`src/rtl/hamming_secded_pipe_if.sv`:
```
// hamming_secded_pipe_if: bundles the encode, decode and counter signals of hamming_secded_pipe.
// Widths are derived from DATA_W the same way the core derives them.
`default_nettype none

interface hamming_secded_pipe_if #(
    parameter int DATA_W = 8,
    parameter int CNT_W  = 16
);
    function automatic int calc_pw(input int dw);
        int r;
        r = 1;
        while ((1 << r) < dw + r + 1) r++;
        return r;
    endfunction

    localparam int P_W    = calc_pw(DATA_W);
    localparam int CODE_W = DATA_W + P_W + 1;

    logic              enc_in_valid;
    logic              enc_in_ready;
    logic [DATA_W-1:0] enc_in_data;
    logic              enc_out_valid;
    logic              enc_out_ready;
    logic [CODE_W-1:0] enc_out_code;
    logic              dec_in_valid;
    logic              dec_in_ready;
    logic [CODE_W-1:0] dec_in_code;
    logic              dec_out_valid;
    logic              dec_out_ready;
    logic [DATA_W-1:0] dec_out_data;
    logic              dec_out_sec;
    logic              dec_out_ded;
    logic [P_W-1:0]    dec_out_syn;
    logic              cnt_clr;
    logic [CNT_W-1:0]  sec_cnt;
    logic [CNT_W-1:0]  ded_cnt;

    modport master (
        output enc_in_valid, enc_in_data, enc_out_ready,
        output dec_in_valid, dec_in_code, dec_out_ready, cnt_clr,
        input  enc_in_ready, enc_out_valid, enc_out_code,
        input  dec_in_ready, dec_out_valid, dec_out_data,
        input  dec_out_sec, dec_out_ded, dec_out_syn, sec_cnt, ded_cnt
    );

    modport slave (
        input  enc_in_valid, enc_in_data, enc_out_ready,
        input  dec_in_valid, dec_in_code, dec_out_ready, cnt_clr,
        output enc_in_ready, enc_out_valid, enc_out_code,
        output dec_in_ready, dec_out_valid, dec_out_data,
        output dec_out_sec, dec_out_ded, dec_out_syn, sec_cnt, ded_cnt
    );
endinterface

`default_nettype wire

```
`src/rtl/hamming_secded_pipe.sv`:
```
// hamming_secded_pipe: 1-stage SEC-DED encoder and independent 2-stage decoder
// with saturating single/double error counters.
`default_nettype none

module hamming_secded_pipe #(
    parameter int DATA_W = 8,
    parameter int CNT_W  = 16
) (
    input  wire logic             clk,
    input  wire logic             rst,
    hamming_secded_pipe_if.slave  bus
);
    function automatic int calc_pw(input int dw);
        int r;
        r = 1;
        while ((1 << r) < dw + r + 1) r++;
        return r;
    endfunction

    localparam int             P_W     = calc_pw(DATA_W);
    localparam int             CODE_W  = DATA_W + P_W + 1;
    localparam logic [P_W-1:0] MAX_POS = P_W'(CODE_W - 1);
    localparam logic [CNT_W-1:0] CNT_MAX = {CNT_W{1'b1}};

    function automatic logic [CODE_W-1:0] encode(input logic [DATA_W-1:0] d);
        logic [CODE_W-1:0] c;
        logic              par;
        int                j;
        c = '0;
        j = 0;
        for (int p = 1; p < CODE_W; p++) begin
            if ((p & (p - 1)) != 0) begin
                c[p] = d[j];
                j++;
            end
        end
        // Check positions are still zero here, so including them in the sum is harmless.
        for (int k = 0; k < P_W; k++) begin
            par = 1'b0;
            for (int p = 1; p < CODE_W; p++) begin
                if (((p >> k) & 1) == 1) par = par ^ c[p];
            end
            c[1 << k] = par;
        end
        c[0] = ^c;
        return c;
    endfunction

    function automatic logic [DATA_W-1:0] extract(input logic [CODE_W-1:0] c);
        logic [DATA_W-1:0] d;
        int                j;
        d = '0;
        j = 0;
        for (int p = 1; p < CODE_W; p++) begin
            if ((p & (p - 1)) != 0) begin
                d[j] = c[p];
                j++;
            end
        end
        return d;
    endfunction

    function automatic logic [P_W-1:0] syndrome(input logic [CODE_W-1:0] c);
        logic [P_W-1:0] s;
        s = '0;
        for (int p = 1; p < CODE_W; p++) begin
            if (c[p]) s = s ^ P_W'(p);
        end
        return s;
    endfunction

    // Encoder
    logic              r_enc_valid;
    logic [CODE_W-1:0] r_enc_code;
    logic              w_enc_ready;

    assign w_enc_ready = !r_enc_valid || bus.enc_out_ready;

    always_ff @(posedge clk or posedge rst) begin
        if (rst) begin
            r_enc_valid <= 1'b0;
            r_enc_code  <= '0;
        end else if (w_enc_ready) begin
            r_enc_valid <= bus.enc_in_valid;
            if (bus.enc_in_valid) r_enc_code <= encode(bus.enc_in_data);
        end
    end

    assign bus.enc_in_ready  = w_enc_ready;
    assign bus.enc_out_valid = r_enc_valid;
    assign bus.enc_out_code  = r_enc_code;

    // Decoder stage 1: syndrome, overall parity, raw code
    logic              r_s1_valid;
    logic [P_W-1:0]    r_s1_syn;
    logic              r_s1_pe;
    logic [CODE_W-1:0] r_s1_code;
    logic              r_s2_valid;
    logic [DATA_W-1:0] r_s2_data;
    logic              r_s2_sec;
    logic              r_s2_ded;
    logic [P_W-1:0]    r_s2_syn;
    logic              w_s1_ready;
    logic              w_s2_ready;

    assign w_s2_ready = !r_s2_valid || bus.dec_out_ready;
    assign w_s1_ready = !r_s1_valid || w_s2_ready;

    always_ff @(posedge clk or posedge rst) begin
        if (rst) begin
            r_s1_valid <= 1'b0;
            r_s1_syn   <= '0;
            r_s1_pe    <= 1'b0;
            r_s1_code  <= '0;
        end else if (w_s1_ready) begin
            r_s1_valid <= bus.dec_in_valid;
            if (bus.dec_in_valid) begin
                r_s1_syn  <= syndrome(bus.dec_in_code);
                r_s1_pe   <= ^bus.dec_in_code;
                r_s1_code <= bus.dec_in_code;
            end
        end
    end

    // Classification of the stage-1 contents
    logic [CODE_W-1:0] w_fixed;
    logic              w_sec;
    logic              w_ded;

    always_comb begin
        w_fixed = r_s1_code;
        w_sec   = 1'b0;
        w_ded   = 1'b0;
        if (r_s1_pe) begin
            if (r_s1_syn > MAX_POS) begin
                w_ded = 1'b1;
            end else begin
                w_sec = 1'b1;
                for (int p = 1; p < CODE_W; p++) begin
                    if (r_s1_syn == P_W'(p)) w_fixed[p] = ~r_s1_code[p];
                end
            end
        end else if (r_s1_syn != '0) begin
            w_ded = 1'b1;
        end
    end

    // Decoder stage 2: corrected data and flags
    always_ff @(posedge clk or posedge rst) begin
        if (rst) begin
            r_s2_valid <= 1'b0;
            r_s2_data  <= '0;
            r_s2_sec   <= 1'b0;
            r_s2_ded   <= 1'b0;
            r_s2_syn   <= '0;
        end else if (w_s2_ready) begin
            r_s2_valid <= r_s1_valid;
            if (r_s1_valid) begin
                r_s2_data <= extract(w_fixed);
                r_s2_sec  <= w_sec;
                r_s2_ded  <= w_ded;
                r_s2_syn  <= r_s1_syn;
            end
        end
    end

    assign bus.dec_in_ready  = w_s1_ready;
    assign bus.dec_out_valid = r_s2_valid;
    assign bus.dec_out_data  = r_s2_data;
    assign bus.dec_out_sec   = r_s2_sec;
    assign bus.dec_out_ded   = r_s2_ded;
    assign bus.dec_out_syn   = r_s2_syn;

    // Error counters
    logic [CNT_W-1:0] r_sec_cnt;
    logic [CNT_W-1:0] r_ded_cnt;
    logic             w_take;

    assign w_take = r_s2_valid && bus.dec_out_ready;

    always_ff @(posedge clk or posedge rst) begin
        if (rst) begin
            r_sec_cnt <= '0;
            r_ded_cnt <= '0;
        end else if (bus.cnt_clr) begin
            r_sec_cnt <= '0;
            r_ded_cnt <= '0;
        end else if (w_take) begin
            if (r_s2_sec && r_sec_cnt != CNT_MAX) r_sec_cnt <= r_sec_cnt + 1'b1;
            if (r_s2_ded && r_ded_cnt != CNT_MAX) r_ded_cnt <= r_ded_cnt + 1'b1;
        end
    end

    assign bus.sec_cnt = r_sec_cnt;
    assign bus.ded_cnt = r_ded_cnt;

endmodule

`default_nettype wire

```
`src/flat_wrapper.sv`:
```
// flat-port wrapper written by rule: the top's interface ports become plain ports
module hamming_secded_pipe_flat 
#(
    parameter int DATA_W = 8,
    parameter int CNT_W  = 16
)
  (clk, rst, bus_enc_in_valid, bus_enc_in_data, bus_enc_out_ready, bus_dec_in_valid, bus_dec_in_code, bus_dec_out_ready, bus_cnt_clr, bus_enc_in_ready, bus_enc_out_valid, bus_enc_out_code, bus_dec_in_ready, bus_dec_out_valid, bus_dec_out_data, bus_dec_out_sec, bus_dec_out_ded, bus_dec_out_syn, bus_sec_cnt, bus_ded_cnt);
  hamming_secded_pipe_if #(.DATA_W(DATA_W), .CNT_W(CNT_W)) bus_i ();
  input  wire logic clk;
  input  wire logic rst;
  input wire logic [$bits(bus_i.enc_in_valid)-1:0] bus_enc_in_valid;
  input wire logic [$bits(bus_i.enc_in_data)-1:0] bus_enc_in_data;
  input wire logic [$bits(bus_i.enc_out_ready)-1:0] bus_enc_out_ready;
  input wire logic [$bits(bus_i.dec_in_valid)-1:0] bus_dec_in_valid;
  input wire logic [$bits(bus_i.dec_in_code)-1:0] bus_dec_in_code;
  input wire logic [$bits(bus_i.dec_out_ready)-1:0] bus_dec_out_ready;
  input wire logic [$bits(bus_i.cnt_clr)-1:0] bus_cnt_clr;
  output wire logic [$bits(bus_i.enc_in_ready)-1:0] bus_enc_in_ready;
  output wire logic [$bits(bus_i.enc_out_valid)-1:0] bus_enc_out_valid;
  output wire logic [$bits(bus_i.enc_out_code)-1:0] bus_enc_out_code;
  output wire logic [$bits(bus_i.dec_in_ready)-1:0] bus_dec_in_ready;
  output wire logic [$bits(bus_i.dec_out_valid)-1:0] bus_dec_out_valid;
  output wire logic [$bits(bus_i.dec_out_data)-1:0] bus_dec_out_data;
  output wire logic [$bits(bus_i.dec_out_sec)-1:0] bus_dec_out_sec;
  output wire logic [$bits(bus_i.dec_out_ded)-1:0] bus_dec_out_ded;
  output wire logic [$bits(bus_i.dec_out_syn)-1:0] bus_dec_out_syn;
  output wire logic [$bits(bus_i.sec_cnt)-1:0] bus_sec_cnt;
  output wire logic [$bits(bus_i.ded_cnt)-1:0] bus_ded_cnt;
  assign bus_i.enc_in_valid = bus_enc_in_valid;
  assign bus_i.enc_in_data = bus_enc_in_data;
  assign bus_i.enc_out_ready = bus_enc_out_ready;
  assign bus_i.dec_in_valid = bus_dec_in_valid;
  assign bus_i.dec_in_code = bus_dec_in_code;
  assign bus_i.dec_out_ready = bus_dec_out_ready;
  assign bus_i.cnt_clr = bus_cnt_clr;
  assign bus_enc_in_ready = bus_i.enc_in_ready;
  assign bus_enc_out_valid = bus_i.enc_out_valid;
  assign bus_enc_out_code = bus_i.enc_out_code;
  assign bus_dec_in_ready = bus_i.dec_in_ready;
  assign bus_dec_out_valid = bus_i.dec_out_valid;
  assign bus_dec_out_data = bus_i.dec_out_data;
  assign bus_dec_out_sec = bus_i.dec_out_sec;
  assign bus_dec_out_ded = bus_i.dec_out_ded;
  assign bus_dec_out_syn = bus_i.dec_out_syn;
  assign bus_sec_cnt = bus_i.sec_cnt;
  assign bus_ded_cnt = bus_i.ded_cnt;
  hamming_secded_pipe #(.DATA_W(DATA_W), .CNT_W(CNT_W)) u_core (.clk(clk), .rst(rst), .bus(bus_i));
endmodule
```
`config.mk`:
```
export PLATFORM = sky130hd
export DESIGN_NAME = hamming_secded_pipe_flat
export DESIGN_NICKNAME = d
export VERILOG_FILES = /design/src/rtl/hamming_secded_pipe_if.sv /design/src/rtl/hamming_secded_pipe.sv /design/src/flat_wrapper.sv
export SDC_FILE = /design/constraint.sdc
export NUM_CORES = 1
export LEC_CHECK = 0
export ABC_AREA = 1
export CAP_MARGIN = 20
export CORE_MARGIN = 2
export CORE_UTILIZATION = 50
export CTS_CLUSTER_SIZE = 14
export DETAILED_ROUTE_END_ITERATION = 8
export GPL_TIMING_DRIVEN = 0
export PLACE_DENSITY = 0.81
export SLEW_MARGIN = 20
export SYNTH_ARGS = -nofsm -noshare
export SYNTH_HDL_FRONTEND = slang
export SYNTH_SLANG_ARGS = --single-unit
```
`constraint.sdc`:
```
create_clock -name clk -period 2.95 [get_ports clk]
set_clock_uncertainty 0.2 [all_clocks]
set_input_delay 0.59 -clock clk [delete_from_list [all_inputs] [get_ports clk]]
set_output_delay 0.59 -clock clk [all_outputs]
set_load 0.02 [all_outputs]
```
# --- After elaboration in Yosys (flattened, before gate mapping) ---
# Cells that the tools add are included.
totals:
  ff_bits: 80
  latchBits: 0
  ram_bits: 0
  mem_bits_ro: 0
  in_bits: 28
  n_memories: 0
classes:
  addsub: 14
  mul: 0
  div: 0
  magnitude_cmp: 22
  eq_ne: 14
  shift: 0
  muxes: 195
  n_bitwise: 40
  n_reduce_logical: 27
ops:
  columns: ["op", "n"]
  rows:
  - ["$mux 32", 28]
  - ["$lt 32x5->1 const B", 14]
  - ["$add 32x2->32 const B", 12]
  - ["$ge 32x1->1 const B", 7]
  - ["$mux 4", 27]
  - ["$mux 16", 6]
  - ["$mux 8", 12]
  - ["$mux 1", 93]
  - ["$bwmux 8", 7]
  - ["$add 16x1->16 const B", 2]
  - ["$ne 16x16->1 const B", 2]
  - ["$reduce_xor 13->1", 2]
  - ["$mux 12", 2]
  - ["$bmux 1 s3", 7]
  - ["$demux 1 s3", 7]
  - ["$eq 4x4->1 const B", 5]
  - ["$xor 1x1->1", 17]
  - ["$eq 4x3->1 const B", 4]
  - ["$not 1->1", 15]
  - ["$mux 3", 4]
  - ["$not 2->2", 6]
  - ["$logic_and 1x1->1", 10]
  - ["$reduce_and 2->1", 5]
  - ["$eq 4x2->1 const B", 2]
  - ["8 further kinds", 16]

# --- Longest topological paths before layout ---
# Gate-level depths: netlist (run 1).
depth:
  word_depth: 46
  ltp_mapped: 11
  ltp_nobuf: 11

# --- Worst setup path after synthesis (run 1) ---
# OpenSTA, ideal clock, no wires.
synth_path:
  path_type: "register to register"
  from: "reg u_core.r_ded_cnt[0], in the netlist u_core.bus.ded_cnt[0]"
  to: "reg u_core.r_ded_cnt[8], in the netlist u_core.bus.ded_cnt[8]"
  setup_ns: 0.117
  arrival_ns: 1.669
  path_slack_ns: 0.964
  path_stages_with_launch: 10
  n_path_buf: 1
  synth_period_minus_slack_ns: 1.986
  path_cell_list: "dfrtp_1 -> ha_1 -> nand2_2 -> nor3_4 -> nand4_4 -> nand2_4 -> nand2_4 -> buf_6 -> nand2_1 -> nand2_1"
synth_between:
  elab_chain_cells: 4
  word_cells_on_any_way: 8
synth_rtl:
  columns: ["item", "line", "rtl"]
  rows:
  - ["from (decl)", "hamming_secded_pipe.sv:176", "logic [CNT_W-1:0] r_ded_cnt;"]
  - ["from (signal assigned)", "hamming_secded_pipe.sv:190", "if (r_s2_ded && r_ded_cnt != CNT_MAX) r_ded_cnt <= r_ded_cnt + 1'b1;"]
  - ["$add 16x1->16 / $ne 16x16->1 (equally long branches)", "hamming_secded_pipe.sv:190", null]
  - ["$mux 16 / $logic_and 1x1->1 (equally long branches)", "hamming_secded_pipe.sv:190", null]
  - ["$mux 16 / $reduce_bool 2->1 (equally long branches)", null, null]
  - ["$mux 16 / $reduce_and 2->1 (equally long branches)", null, null]
# Parallel ways exist; a longest one is shown, timed or not. The select of a mux whose other input is x is not followed.
# A chain may end at the register's enable or synchronous reset.

# --- Worst setup path in the final report (run 1) ---
layout_path:
  from: "in bus_dec_out_ready"
  to: "out bus_dec_in_ready"
layout_between:
  elab_chain_cells: 2
layout_rtl:
  columns: ["item", "line", "rtl"]
  rows:
  - ["from (decl)", "flat_wrapper.sv:16", "input wire logic [$bits(bus_i.dec_out_ready)-1:0] bus_dec_out_ready;"]
  - ["$logic_or 1x1->1", "hamming_secded_pipe.sv:106", "assign w_s2_ready = !r_s2_valid || bus.dec_out_ready;"]
  - ["$logic_or 1x1->1", "hamming_secded_pipe.sv:107", "assign w_s1_ready = !r_s1_valid || w_s2_ready;"]
  - ["to (decl)", "flat_wrapper.sv:21", "output wire logic [$bits(bus_i.dec_in_ready)-1:0] bus_dec_in_ready;"]
# Every way passes these cells.

==> impl_metrics.toml, run 1 <==
[run_status]
status = "complete, no violations"

[synth]
syn_area_um2 = 4480
ys_warn_count = 0
synth_nets = 651
ys_seq_area_frac = 0.419
synthXorXnorAreaFrac = 0.0724
ys_top_cells_by_area = "dfrtp_1 42%, nand2_1 19%, nand3_1 7.9%, xor2_1 5.7%, inv_1 4.9%"
synth_top_family_by_area = "simple AND/OR/NAND/NOR gates"
synthMuxAreaShare = 0.00251
synthSimpleGateAreaFrac = 0.376
synth-compound-area-share = 0.0528
syn_inst = 621
yosysUniqueCellTypes = 33
ys_ff_latch = 75
synth_fa_ha_area_frac = 0.00559
synth_most_common_cell = "nand2_1"
synth_edf_count = 0
avgSynthCellArea_um2 = 7.21
synth_area_leader_cell = "dfrtp_1"
netlist_top_cells_count = "221 x nand2_1, 75 x dfrtp_1, 71 x nand3_1"
synth-main-ff-cell = "dfrtp_1"
ys_async_sr_fraction = 1.00
synth_top_area_share = 0.419

[route]
finalWirelength_mm = 10.5
drc = 0
drtAntennaViolNets = 0
num_vias = 4281
viasPerCell = 5.13
drt_first_pass_iters = 5
drt-initial-drc-count = 185
routedWlPerCell_um = 12.6

[floorplanning]
initial_core_util = 0.513
io_pins = 91
fp.dieW_um = 98.6
die_h_um = 98.6
rows = 34
die_area_um2 = 9730
coreArea_um2 = 8720

[grt]
antenna_found_initial = 0
grt_pass1_wl_mm = 18.0
grt_pass1_vias = 4071
grt_start_max_net_pins = 60
overflow = 0
grt_use_total = 0.223

[timing]
drv_slew = 0
worst_slack_ns = 0.295
hold_violations = 0
min_period_ns = 2.66
slew_headroom = 0.666
rsz0062_at_grt = "false"
worst-slew-pin-transition_ns = 0.500
finalSetupViolCount = 0
fin_crit_sh = 0.900
max_freq_ghz = 0.377

[finish]
antenna-diode-count = 0
fin_nets = 753
fin_util = 0.655
syn2layout_area_growth_pct = 27.5
fillers = 724
stdcell_count = 835
drive_above_1_share = 0.0481
fin_area_um2 = 5710

[power]
power.switching_uw = 985
p_leak_uw = 0.00278
swShare = 0.350
power_density_nw_per_um2 = 493
internal_power_uw = 1830
power_frac_clock = 0.247
seqPwrFrac = 0.453
power_frac_comb = 0.300
peakVddDrop_mv = 0.372

[clocking]
postCtsHoldBufs = 0
post_cts_buffers = 0
htreeDepth = 3
cts-root-buf = "clkbuf_8"
cts.sinks = 75
cts_buffer_depth = 2
cts_tree = "done"
ctsResizeCount = 0
worstSkewPairLatency_ns = 0.34
clk_pin_slew_worst_paths_ns = 0.08
cts-buffers-inserted = 9

[worst_setup_path]
end_kind = "output pin"
cp.required_ns = 2.16
crit_type = "in -> out"
worst_ep_arrival_time_ns = 1.87
crit_path_max_fanout = 3
start_kind = "primary input"

[min_path]
min_path_type = "reg -> reg"

[place]
placed_area_um2 = 5540
dp_worst_setup_slack_ns = 0.297
hpwl_mm = 7.97
dp.cells = 820
gp_congestion = 0.909
io_buffers = 90

[job]
drv_cap = 0
cell families (layout without fill, tap and decap cells):
logic type	Yosys count	in the layout
adders and majority gates	2	2
xor gates and xnor gates	37	37
muxes	1	1
buffers and inverters	78	184
DFF	75	75
AOI/OAI and AO/OA	42	42
and+or+nand+nor	386	386
critical path, stage by stage:
cell and delay, ns:
clkdlybuf4s50_1 0.48, inv_1 0.06, nand3_1 0.12, clkdlybuf4s50_1 0.62
state kept, by name, indices dropped and copies added, names as in the netlist, 4 cells and up:
name and flops:
u_core.bus.dec_out_data 8, u_core.bus.dec_out_syn 4, u_core.bus.ded_cnt 16, u_core.bus.enc_out_code 13, u_core.bus.sec_cnt 16, u_core.r_s1_code 8, u_core.r_s1_syn 4
layout by cell type, fill, tap and decap left out, types with 11 or more instances in the layout:
cell type	n
clkdlybuf4s50_1	90
nor3_1	12
nand3_1	71
xor2_1	29
nand2_1	221
o21ai_0	33
dfrtp_1	75
clkbuf_1	11
nor2_1	54
inv_1	58
power by group through the flow:
stage          clock, uW  combinational, uW  sequential, uW
2_1_floorplan          0                357            1400
3_3_place_gp           0                829            1290
3_5_place_dp           0                853            1290
4_1_cts              715                856            1280
5_1_grt              765                922            1290
6_report             695                846            1280
through the flow:
step	TNS, ns	total power, uW	hold WS (ns)
floorplan	0	1750	0.272
global placement	-70.52	2120	0.265
detailed placement	0	2150	0.270
CTS	0	2850	0.294
global route	0	2980	0.315
finish	0	2820	0.289
final timing paths:
path / from / end / slack [ns] / cells after the start
worst min register to register: u_core.bus.enc_out_code[3] / u_core.bus.enc_out_code[3] / 0.29 / 2
max in group asynchronous: rst / u_core.bus.dec_out_data[2] / 1.66 / 3
worst max register to register: u_core.bus.ded_cnt[0] / u_core.bus.ded_cnt[5] / 0.79 / 9
worst min-delay path: u_core.bus.enc_out_code[3] / u_core.bus.enc_out_code[3] / 0.29 / 2
worst max-delay path: bus_dec_out_ready / bus_dec_in_ready / 0.29 / 4
min in group asynchronous: rst / u_core.bus.enc_out_code[6] / 0.33 / 2
layout make-up:
type | count | area (um2) | share of cell area
Sequential cell | 75 | 1880 | 0.329
Inverter | 63 | 239 | 0.0418
Timing Repair Buffer | 91 | 928 | 0.163
Clock buffer | 9 | 124 | 0.0217
Clock inverter | 6 | 42.5 | 0.00745
Multi-Input combinational cell | 468 | 2280 | 0.399
Tap cell | 108 | 135 | 0.0237
Buffer | 15 | 86.3 | 0.0151
metal layers:
layer,vias up,global-route usage,wire (um)
met5,-,0,0
met4,0,0.0695,145
met3,16,0.0426,621
met2,142,0.382,5120
met1,1939,0.286,4620
li1,2184,-,-
(Power assumes the default switching activity.)
==> inputs of run 2 (changes only) <==
--- a/config.mk
+++ b/config.mk
@@ -7,12 +7,14 @@
 export LEC_CHECK = 0
 export ABC_AREA = 1
 export CAP_MARGIN = 20
+export CELL_PAD_IN_SITES_DETAIL_PLACEMENT = 0
+export CELL_PAD_IN_SITES_GLOBAL_PLACEMENT = 2
 export CORE_MARGIN = 2
-export CORE_UTILIZATION = 50
+export CORE_UTILIZATION = 29
 export CTS_CLUSTER_SIZE = 14
 export DETAILED_ROUTE_END_ITERATION = 8
 export GPL_TIMING_DRIVEN = 0
-export PLACE_DENSITY = 0.81
+export PLACE_DENSITY = 0.84
 export SLEW_MARGIN = 20
 export SYNTH_ARGS = -nofsm -noshare
 export SYNTH_HDL_FRONTEND = slang
==> run 2 against run 1 <==
Effect of this change:
- critical path depth is the same
- clock-buffer cell count rose by 4
- global-route usage is 7.3 points lower
- setup slack got worse by 0.13 ns
- routed wire length rose by 13%
- power rose by 14%
- combinational power grew 1%
- sequential power about the same
==> impl_metrics.toml, run 2 (same netlist as run 1, synthesis figures left out) <==
[run_status]
status = "complete, no violations"

[worst_setup_path]
worstSetupStartpoint = "bus_dec_out_ready"
r2r-start = "u_core.bus.ded_cnt[0]"
cp.required_ns = 2.16
start_kind = "primary input"
end_kind = "output pin"
worst_ep_arrival_time_ns = 1.99
crit_type = "in -> out"
crit_path_max_fanout = 3

[route]
drt_first_pass_iters = 4
routedWlPerCell_um = 13.0
drc = 0
drtAntennaViolNets = 0
drt-initial-drc-count = 212
finalWirelength_mm = 11.9
viasPerCell = 4.57
num_vias = 4190

[grt]
grt_use_total = 0.150
grt_pass1_wl_mm = 19.6
grt_start_max_net_pins = 47
overflow = 0
antenna_found_initial = 0
grt_pass1_vias = 3972

[min_path]
min_path_type = "reg -> reg"
worstHoldStart = "u_core.bus.enc_out_code[5]"

[timing]
rsz0062_at_grt = "false"
slew_headroom = 0.620
worst-slew-pin-transition_ns = 0.570
tns_ns = 0
drv_slew = 0
finalSetupViolCount = 0
max_freq_ghz = 0.359
min_period_ns = 2.78
fin_crit_sh = 0.943
worst_slack_ns = 0.167
hold_violations = 0

[power]
power_density_nw_per_um2 = 541
p_total_uw = 3210
peakVddDrop_mv = 0.276
p_leak_uw = 0.00284

[floorplanning]
die_area_um2 = 16500
coreArea_um2 = 15100
die_h_um = 128
initial_core_util = 0.296
rows = 45
io_pins = 91
fp.dieW_um = 128

[clocking]
cts-buffers-inserted = 9
cts_buffer_depth = 2
cts_tree = "done"
ctsResizeCount = 0
post_cts_buffers = 0
clk_pin_slew_worst_paths_ns = 0.06
worstSkewPairLatency_ns = 0.34
cts.sinks = 75
htreeDepth = 3
postCtsHoldBufs = 0
cts-root-buf = "clkbuf_16"

[finish]
syn2layout_area_growth_pct = 32.6
stdcell_count = 916
layout_commonest_cell = "nand2_1"
antenna-diode-count = 0
fillers = 1589
final_cell_mix = "221 x nand2_1, 90 x clkdlybuf4s50_1, 75 x dfrtp_1"
drive_above_1_share = 0.0481
fin_nets = 753
fin_area_um2 = 5940

[job]
drv_cap = 0

[place]
placed_area_um2 = 5640
hpwl_mm = 9.09
dp.cells = 900
gp_congestion = 0.865
dp_worst_setup_slack_ns = 0.182
io_buffers = 90
==> run 2: cell count changes in the layout (fill, tap and decap cells not counted), sizes merged <==
cell and delta:
clkbuf +4, clkinv -1, clkinvlp -1, inv -1
==> run 2: path summary, 6_finish.rpt <==
kind / depth (start not counted) / endpoint / slack, ns
worst max-delay path: 4 / bus_dec_in_ready / 0.17
worst min-delay path: 2 / u_core.bus.enc_out_code[5] / 0.28
worst max register to register: 9 / u_core.bus.ded_cnt[13] / 0.75
worst min register to register: 2 / u_core.bus.enc_out_code[5] / 0.28
max in group asynchronous: 3 / u_core.bus.dec_out_syn[3] / 1.58
min in group asynchronous: 2 / u_core.bus.enc_out_code[11] / 0.40
==> run 2: final cells by class <==
cell class                 instances  area (um2)  share of cell area
clock buffer                      13         270              0.0455
buffer                            15        86.3              0.0145
sequential                        75        1880               0.316
timing repair buffer              91         928               0.156
multi-input combinational        468        2280               0.384
tap                              188         235              0.0396
inverter                          63         239              0.0403
clock inverter                     3        21.3             0.00358
==> run 2: per-layer routing <==
metal	wire [um]	track usage	vias to the layer above
met5	0	0	-
met3	556	0.0330	19
met2	5570	0.240	88
met1	5470	0.197	1896
met4	323	0.0614	0
li1	-	-	2187
==> run 2: report_power, final <==
group / internal [uW] / leakage (uW) / switching, uW
sequential: 1170 / 0.000971 / 104
combinational: 366 / 0.00173 / 492
clock: 639 / 0.000142 / 444
==> run 2: worst max-delay path: stages <==
cell	delay (ns)
clkdlybuf4s50_1	0.52
inv_1	0.08
nand3_1	0.16
clkdlybuf4s50_1	0.65
==> run 2: through the flow <==
stage | util | hold slack (ns)
floorplan | - | 0.272
global placement | 0.371 | 0.270
detailed placement | 0.373 | 0.269
CTS | 0.392 | 0.286
global route | 0.392 | 0.310
finish | 0.392 | 0.279
